**src/rtl/mem_arbiter_rr.sv**
```systemverilog
// Round-robin arbiter sharing one single-port synchronous RAM among NCORES cores,
// with bounded hold time and per-core registered read-data return.
module mem_arbiter_rr #(
    parameter int NCORES   = 3,
    parameter int AW       = 8,
    parameter int DW       = 8,
    parameter int RAM_LAT  = 2,
    parameter int MAX_HOLD = 4
) (
    input  logic                 clk,
    input  logic                 rst_n,
    input  logic [NCORES-1:0]    rden,
    input  logic [NCORES-1:0]    wren,
    input  logic [NCORES*AW-1:0] Address,
    input  logic [NCORES*DW-1:0] Din,
    input  logic [DW-1:0]        RAMq,
    output logic [NCORES-1:0]    acq,
    output logic [NCORES*DW-1:0] Dq,
    output logic [NCORES-1:0]    rvalid,
    output logic [AW-1:0]        RAMAddress,
    output logic [DW-1:0]        RAMDin,
    output logic                 RAMwren
);
    localparam int IW = (NCORES > 1) ? $clog2(NCORES) : 1;
    localparam int HW = (MAX_HOLD > 0) ? $clog2(MAX_HOLD + 1) : 1;
    localparam logic [HW-1:0] HOLD_MAX = HW'(MAX_HOLD);
    localparam logic [HW-1:0] HOLD_SAT = '1;

    typedef enum logic {S_IDLE, S_GRANT} state_t;

    state_t              state, state_nxt;
    logic [IW-1:0]       owner, owner_nxt, last, pick;
    logic [HW-1:0]       hold_cnt, hold_nxt;
    logic [NCORES-1:0]   req, g_onehot;
    logic                others, found, hold_ok;
    logic                g_rden, g_wren, push_vld;
    logic [AW-1:0]       g_addr;
    logic [DW-1:0]       g_din;
    int                  base, c;
    logic [RAM_LAT-1:0]          tag_vld;
    logic [RAM_LAT-1:0][IW-1:0]  tag_core;

    assign req = rden | wren;

    always_comb begin
        others = 1'b0;
        for (int i = 0; i < NCORES; i++)
            if (req[i] && IW'(i) != owner) others = 1'b1;

        // Rotating scan: from the owner when busy (owner itself excluded), from last when idle.
        found = 1'b0;
        pick  = '0;
        c     = 0;
        base  = (state == S_GRANT) ? int'(owner) : int'(last);
        for (int k = 1; k <= NCORES; k++) begin
            c = (base + k) % NCORES;
            if (!found && req[c] && (state == S_IDLE || k < NCORES)) begin
                found = 1'b1;
                pick  = IW'(c);
            end
        end

        hold_ok   = (MAX_HOLD == 0) || (hold_cnt < HOLD_MAX) || !others;
        state_nxt = S_IDLE;
        owner_nxt = owner;
        hold_nxt  = '0;
        if (state == S_GRANT && req[owner] && hold_ok) begin
            state_nxt = S_GRANT;
            hold_nxt  = (hold_cnt == HOLD_SAT) ? hold_cnt : hold_cnt + 1'b1;
        end else if (found) begin
            state_nxt = S_GRANT;
            owner_nxt = pick;
            hold_nxt  = HW'(1);
        end

        g_onehot = '0;
        g_addr   = '0;
        g_din    = '0;
        g_rden   = 1'b0;
        g_wren   = 1'b0;
        for (int i = 0; i < NCORES; i++) begin
            if (owner_nxt == IW'(i)) begin
                g_onehot[i] = 1'b1;
                g_addr      = Address[i*AW +: AW];
                g_din       = Din[i*DW +: DW];
                g_rden      = rden[i];
                g_wren      = wren[i];
            end
        end
        // A write wins over a simultaneous read, so no read tag is issued.
        push_vld = (state_nxt == S_GRANT) && g_rden && !g_wren;
    end

    always_ff @(posedge clk or negedge rst_n) begin
        if (!rst_n) begin
            state      <= S_IDLE;
            owner      <= '0;
            last       <= IW'(NCORES - 1);
            hold_cnt   <= '0;
            acq        <= '0;
            RAMAddress <= '0;
            RAMDin     <= '0;
            RAMwren    <= 1'b0;
            tag_vld    <= '0;
            tag_core   <= '0;
            Dq         <= '0;
            rvalid     <= '0;
        end else begin
            state    <= state_nxt;
            owner    <= owner_nxt;
            hold_cnt <= hold_nxt;
            if (state_nxt == S_GRANT) begin
                acq        <= g_onehot;
                RAMAddress <= g_addr;
                RAMDin     <= g_din;
                RAMwren    <= g_wren;
                last       <= owner_nxt;
            end else begin
                acq     <= '0;
                RAMwren <= 1'b0;
            end

            for (int s = RAM_LAT - 1; s > 0; s--) begin
                tag_vld[s]  <= tag_vld[s-1];
                tag_core[s] <= tag_core[s-1];
            end
            tag_vld[0]  <= push_vld;
            tag_core[0] <= owner_nxt;

            for (int i = 0; i < NCORES; i++) begin
                rvalid[i] <= 1'b0;
                if (tag_vld[RAM_LAT-1] && tag_core[RAM_LAT-1] == IW'(i)) begin
                    Dq[i*DW +: DW] <= RAMq;
                    rvalid[i]      <= 1'b1;
                end
            end
        end
    end
endmodule

```
**config.mk**
```make
export PLATFORM = sky130hd
export DESIGN_NAME = mem_arbiter_rr
export DESIGN_NICKNAME = d
export VERILOG_FILES = /design/src/rtl/mem_arbiter_rr.sv
export SDC_FILE = /design/constraint.sdc
export NUM_CORES = 1
export LEC_CHECK = 0
export CORE_MARGIN = 10
export CORE_UTILIZATION = 40
export CTS_CLUSTER_DIAMETER = 50
export DETAILED_ROUTE_END_ITERATION = 10
export GPL_ROUTABILITY_DRIVEN = 1
export GPL_TIMING_DRIVEN = 0
export PLACE_DENSITY = 0.88
export SLEW_MARGIN = 20
export SYNTH_ARGS = -nofsm -noshare
export SYNTH_HDL_FRONTEND = slang
export SYNTH_SLANG_ARGS = --single-unit
```
**constraint.sdc**
```tcl
create_clock -name clk -period 2.7 [get_ports clk]
set_clock_uncertainty 0.2 [all_clocks]
set_input_delay 0.405 -clock clk [delete_from_list [all_inputs] [get_ports clk]]
set_output_delay 0.405 -clock clk [all_outputs]
set_load 0.01 [all_outputs]
```
; ---- Yosys cells after proc, flatten, opt, wreduce, memory -nomap -nowiden
; Index checks and enable logic that the tools add are counted.
[classes]
add_sub_neg = 4
n_div = 3
magnitude_cmp = 5
n_eq_ne = 8
muxes = 48
n_bitwise = 2
reduce_logical = 21
[op_table]
columns = cell, count
row1 = "32-bit by 4-bit less-than comparator with 1-bit output, second input constant", 3
row2 = "32-bit by 3-bit modulo with 32-bit output, second input constant", 3
row3 = 8-bit 2-to-1 mux, 6
row4 = 1-bit 2-to-1 mux, 29
row5 = 1-bit logical AND, 13
row6 = 2-bit 2-to-1 mux, 6
row7 = 3-bit 2-to-1 mux, 3
row8 = 1-bit binary-select mux with 2-bit select, 4
row9 = "2-bit by 2-bit adder with 3-bit output, second input constant", 2
row10 = "2-bit by 1-bit == test with 1-bit output, second input constant", 2
row11 = "2-bit == test, second input constant", 2
row12 = 1-bit zero test, 4
row13 = 2-bit zero test, 2
row14 = "2-bit by 1-bit adder with 3-bit output, second input constant", 1
row15 = "3-bit by 1-bit adder with 3-bit output, second input constant", 1
row16 = "3-bit == test, second input constant", 1
row17 = "2-bit by 3-bit less-than comparator with 1-bit output, second input constant", 1
row18 = "3-bit less-than comparator, second input constant", 1
row19 = 3-bit OR, 1
row20 = "1-bit by 2-bit != test with 1-bit output, first input constant", 1
row21 = "2-bit != test, first input constant", 1
row22 = "2-bit != test, second input constant", 1
row23 = 2-bit nonzero test, 1
row24 = 1-bit logical OR, 1
row25 = 1-bit inverter, 1
[totals]
regBits = 59
input_bits = 64
output_inout_bits = 47

; ---- Depth between registers and ports, before layout
[depth]
word_depth = 22
ltp_mapped = 13

; ---- Least setup slack after synthesis
; OpenSTA, ideal clock, no wires.
[synth_timing]
path_type = register to register
from = reg state
to = reg RAMwren
t_arrival_ns = 2.657
setup_slack_ns = -0.281
stages_incl_launch_ff = 13
cell_sequence = dfrtp_1 -> bufbuf_16 -> mux2i_1 -> inv_1 -> ha_1 -> o21ai_0 -> nand2_1 -> o31a_2 -> o21ai_4 -> o2bb2ai_1 -> buf_4 -> mux2_4 -> o2bb2ai_1
[synth_via]
elab_chain_len = 21
[synth_rtl]
columns = item, line_no
row1 = from (decl), 31  ; state_t state, state_nxt;
row2 = from (signal assigned), 109  ; state <= state_nxt;
row3 = 2-bit 2-to-1 mux, 54  ; base = (state == S_GRANT) ? int'(owner) : int'(last);
row4 = 2-bit by 1-bit adder with 3-bit output, 56  ; c = (base + k) % NCORES;
row5 = 32-bit by 3-bit modulo with 32-bit output, 56
row6 = 1-bit binary-select mux with 2-bit select, 57  ; if (!found && req[c] && (state == S_IDLE || k < NCORES)) begin
row7 = 1-bit 2-to-1 mux (implied by the code) (2 in series), 57
row8 = 1-bit 2-to-1 mux, 57
row9 = 1-bit zero test, 57
row10 = 1-bit logical AND, 57
row11 = 1-bit 2-to-1 mux, 57
row12 = 1-bit zero test, 57
row13 = 1-bit logical AND (2 in series), 57
row14 = 2-bit 2-to-1 mux or 1-bit 2-to-1 mux (tied branches), 57
row15 = 2-bit 2-to-1 mux, 70  ; end else if (found) begin
row16 = 2-bit 2-to-1 mux, 67  ; if (state == S_GRANT && req[owner] && hold_ok) begin
row17 = 2-bit zero test, 82  ; if (owner_nxt == IW'(i)) begin
row18 = 1-bit 2-to-1 mux (3 in series), 82
row19 = 1-bit 2-to-1 mux (*), 112  ; if (state_nxt == S_GRANT) begin
row20 = to (signal assigned), 116  ; RAMwren <= g_wren;
row21 = to (decl), 22  ; output logic RAMwren
; Mark *: on every way between the ends. The rest lies on a longest branch, timed or not. The select of a mux whose other input is x is not followed.
; A chain may end at the register's enable or synchronous reset.

; ---- Worst setup path in the final report
[layout_timing]
from = reg state
to = reg RAMDin[7]
[layout_via]
elab_chain_len = 20
[layout_rtl]
columns = item, line_no
row1 = 2-bit 2-to-1 mux, 54
row2 = 2-bit by 1-bit adder with 3-bit output, 56
row3 = 32-bit by 3-bit modulo with 32-bit output, 56
row4 = 1-bit binary-select mux with 2-bit select, 57
row5 = 1-bit 2-to-1 mux (implied by the code) (2 in series), 57
row6 = 1-bit 2-to-1 mux, 57
row7 = 1-bit zero test, 57
row8 = 1-bit logical AND, 57
row9 = 1-bit 2-to-1 mux, 57
row10 = 1-bit zero test, 57
row11 = 1-bit logical AND (2 in series), 57
row12 = 2-bit 2-to-1 mux or 1-bit 2-to-1 mux (tied branches), 57
row13 = 2-bit 2-to-1 mux, 70
row14 = 2-bit 2-to-1 mux, 67
row15 = 2-bit zero test, 82
row16 = 8-bit 2-to-1 mux (3 in series), 82
row17 = to (signal assigned), 115  ; RAMDin <= g_din;
row18 = to (decl), 21  ; output logic [DW-1:0] RAMDin,
; Several ways; a longest one is shown, not always the timed one. The select of a mux whose other input is x is not followed.

==> flow_metrics.tcl <==
set metrics [dict create \
    worstPathMaxFanout 5 \
    critPathMaxStageDelay_ns 0.38 \
    die_w_um 104 \
    reg2reg_from "state" \
    drt-vias-per-instance 5.27 \
    hp-start "tag_vld[0]" \
    dp.cells 455 \
    crit_required_ns 2.75 \
    dr.pass1.iters 4 \
    crit_type "reg2reg" \
    hold_violations 0 \
    clk_pin_slew_worst_paths_ns 0.07 \
    synthSimpleGateAreaFrac_pct 11.6 \
    synth_nets 319 \
    async_flop_share_pct 100 \
    synth_edf_count 0 \
    numPortBuffers 110 \
    synth_ff_type "dfrtp_1" \
    grt.overflow.total 0 \
    core-area_um2 6870 \
    synth_fa_ha_area_share_pct 2.63 \
    ys_seq_area_share_pct 51.8 \
    grtUsageTotal_pct 15.4 \
    nFillCells 468 \
    synth_seq_cells 59 \
    status "complete, but fails checks" \
    seqCellArea_um2 1480 \
    initial_core_util_pct 41.5 \
    max_slew.worst_pin.slew_ns 0.721 \
    vias 2588 \
    area.growth.synth_to_final_pct 66.6 \
    cts_tree "built" \
    grt_pass1_vias 2863 \
    syn_inst 249 \
    violations "negative setup slack" \
    cpMostUsedCell "buf_6" \
    fin_crit_sh_pct 107 \
    drc 0 \
    avgSynthCellArea_um2 11.5 \
    die_area_um2 10900 \
    antenna_cells 0 \
    drive_gt1_share_pct 23.3 \
    grt_max_degree 60 \
    p_leak_nw 2.05 \
    final_nets 460 \
    wl_per_cell_um 17.9 \
    reg2regPathDepth 13 \
    antenna_found_initial 0 \
    setup_viol 19 \
    routabilityCongestion 0.838 \
    rows 30 \
    synth_compound_area_share_pct 17.5 \
    layoutNonFillerInstCount 491 \
    grt_setup_unrepaired "yes" \
    clk_latency_ns 0.32 \
    clockRootBuffer "clkbuf_8" \
    crit_arrival_ns 2.95 \
    r2r_setup_slack_ns -0.20 \
    finalCriticalPeriod_ns 2.90 \
    holdCritPathClass "reg2reg" \
    synth_top_family_by_area "compound AO/OA/AOI/OAI gates" \
    postRouteWirelength_um 8770 \
    ant_nets 0 \
    yosys.cell_types.count 51 \
    p_per_area_nw_per_um2 1740 \
    grt_pass1_wl_um 14000 \
    maxSlewViolCount 0 \
    multi_input_area_um2 1380 \
    cts_num_sinks 59 \
    io_pins 111 \
    crit_path_start_kind "register" \
    syn-cell-area_um2 2850 \
    hold-path-cell-count 0 \
    timing.fmax_mhz 345 \
    max_cap_viol_count 0 \
    max-clock-path-buffers 2 \
    drt-initial-drc-count 98 \
    die_y_um 104 \
    dp_hpwl_um 6410 \
    r2r_end "RAMDin[7]" \
    dpl_worst_slack_ns -0.505 \
    ctsHtreeMaxLevel 3 \
    cp_slowest_cell "a221oi_4" \
    relSlewSlack_pct 51.9 \
    setup_slack_ns -0.196 \
    cts-buffers-inserted 9 \
    min_to "tag_vld[1]" \
    critPathCaptureType "register" \
    crit_chain "clkbuf_16 > mux2i_4 > buf_12 > ha_4 > nor3_1 > a211o_2 > a21oi_4 > o21ai_4 > buf_6 > a221oi_4 > buf_6 > a32oi_1 > o21ai_1" \
    synthXorXnorAreaFrac_pct 0.307 \
    peakVddDrop_mv 1.02 \
    muxShareOfSynthArea_pct 11.1 \
    synth_warnings 0 \
]
## repair_timing
action | in CTS | in global routing
gates resized for setup | 19 | 13
endpoints found under the setup margin | 24 | 24
setup buffers | 11 | 3
endpoints found under the hold margin | 58 | 0
gates cloned | 3 | 2
hold buffers | 1 | 0
pin swaps | 6 | 13
## power breakdown
part           internal, mW  switching, mW  leakage, nW
combinational          3.08           2.52         1.21
clock                 0.619          0.362        0.120
sequential             1.38          0.281        0.719
total                  5.08           3.17         2.05
## logic make-up after synthesis
| group | count (synthesis) |
|---|---|
| flip-flops | 59 |
| buffers and inverters | 20 |
| multiplexers | 30 |
| adder cells (fa/ha/maj) | 6 |
| AND/OR/NAND/NOR | 71 |
| XOR/XNOR | 1 |
| AO/OA/AOI/OAI | 62 |
## registers in the layout, summed over array words and instances, names as in the netlist, 3 cells and up
register,count
Dq,24
RAMDin,8
tag_core,4
acq,3
hold_cnt,3
RAMAddress,8
rvalid,3
## metal layers
metal | GRT usage (%) | vias to the layer above | part of all wire, %
li1 | - | 1185 | -
met1 | 15.2 | 1289 | 38
met2 | 28.1 | 106 | 52
met3 | 7.25 | 8 | 8.7
met4 | 3.78 | 0 | 0.88
met5 | 0 | - | 0
## cell type report
class / count / share of cell area (%)
clock buffer: 9 / 2.61
tap: 96 / 2.53
multi-input combinational: 170 / 29.0
sequential: 59 / 31.1
clock inverter: 7 / 2.61
buffer: 10 / 2.63
timing repair buffer: 130 / 28.8
inverter: 10 / 0.790
## worst max path at each step
stage	start	end	slack [ns]
6_report	state	RAMDin[7]	-0.20
5_1_grt	state	RAMDin[7]	-0.37
4_1_cts	state	RAMAddress[0]	-0.23
3_5_place_dp	wren[1]	RAMAddress[7]	-0.51
3_3_place_gp	rst_n	RAMAddress[0]	-0.72
2_1_floorplan	state	RAMwren	-0.11
## per-stage QoR
step / hold WS (ns) / total power, mW / TNS, ns / instance area (um^2) / utilization (%)
floorplan: -0.0906 / 4.42 / -1.40 / 2930 / -
global placement: 0.135 / 5.72 / -49.53 / 4150 / 60.4
detailed placement: 0.136 / 5.91 / -9.39 / 4150 / 60.3
CTS: 0.151 / 7.84 / -4.02 / 4640 / 67.6
global route: 0.156 / 8.73 / -5.99 / 4750 / 69.2
finish: 0.150 / 8.25 / -2.79 / 4750 / 69.2
## cells in the final DEF, fill, tap and decap left out, types with 3 or more instances in the layout
| cell | synthesis | final |
|---|---|---|
| nor3_1 | 5 | 5 |
| bufinv_16 | 0 | 3 |
| clkbuf_8 | 0 | 10 |
| inv_1 | 8 | 5 |
| a32oi_2 | 0 | 3 |
| a21oi_1 | 3 | 3 |
| dfrtp_1 | 58 | 58 |
| clkdlybuf4s50_1 | 0 | 109 |
| nor2_1 | 4 | 4 |
| inv_2 | 0 | 3 |
| buf_6 | 3 | 8 |
| ha_4 | 0 | 4 |
| mux2i_1 | 21 | 16 |
| o21ai_1 | 11 | 18 |
| buf_12 | 0 | 4 |
| nand3b_1 | 3 | 3 |
| mux2_2 | 8 | 8 |
| mux2i_2 | 0 | 3 |
| a32oi_1 | 16 | 13 |
| nand2_1 | 50 | 49 |
| buf_4 | 1 | 8 |
## worst max-delay path: cells and delay by family (launching register included)
kind | cells | cell delay (ns)
flip-flops | 1 | 0.36
AND/OR/NAND/NOR | 1 | 0.05
buffers and inverters | 4 | 0.62
multiplexers | 1 | 0.27
adder cells (fa/ha/maj) | 1 | 0.13
AO/OA/AOI/OAI | 6 | 1.19
## cell usage after synthesis, types with 2 or more instances
library cell | number | area [um^2]
dfrtp_1 | 58 | 1450
nor3_1 | 5 | 25.0
clkinv_1 | 2 | 7.51
a31o_2 | 2 | 17.5
buf_6 | 3 | 33.8
a21oi_1 | 3 | 15.0
nor2_2 | 2 | 12.5
mux2i_1 | 21 | 210
nor2_1 | 4 | 15.0
o21bai_1 | 2 | 15.0
o21ai_1 | 11 | 55.1
nand2_1 | 50 | 188
mux2_2 | 8 | 90.1
buf_2 | 2 | 10.0
ha_1 | 6 | 75.1
o2bb2ai_1 | 2 | 17.5
inv_1 | 8 | 30.0
o21ai_0 | 10 | 50.1
nand3b_1 | 3 | 22.5
a32oi_1 | 16 | 140
Power figures use the tool's default switching activity.
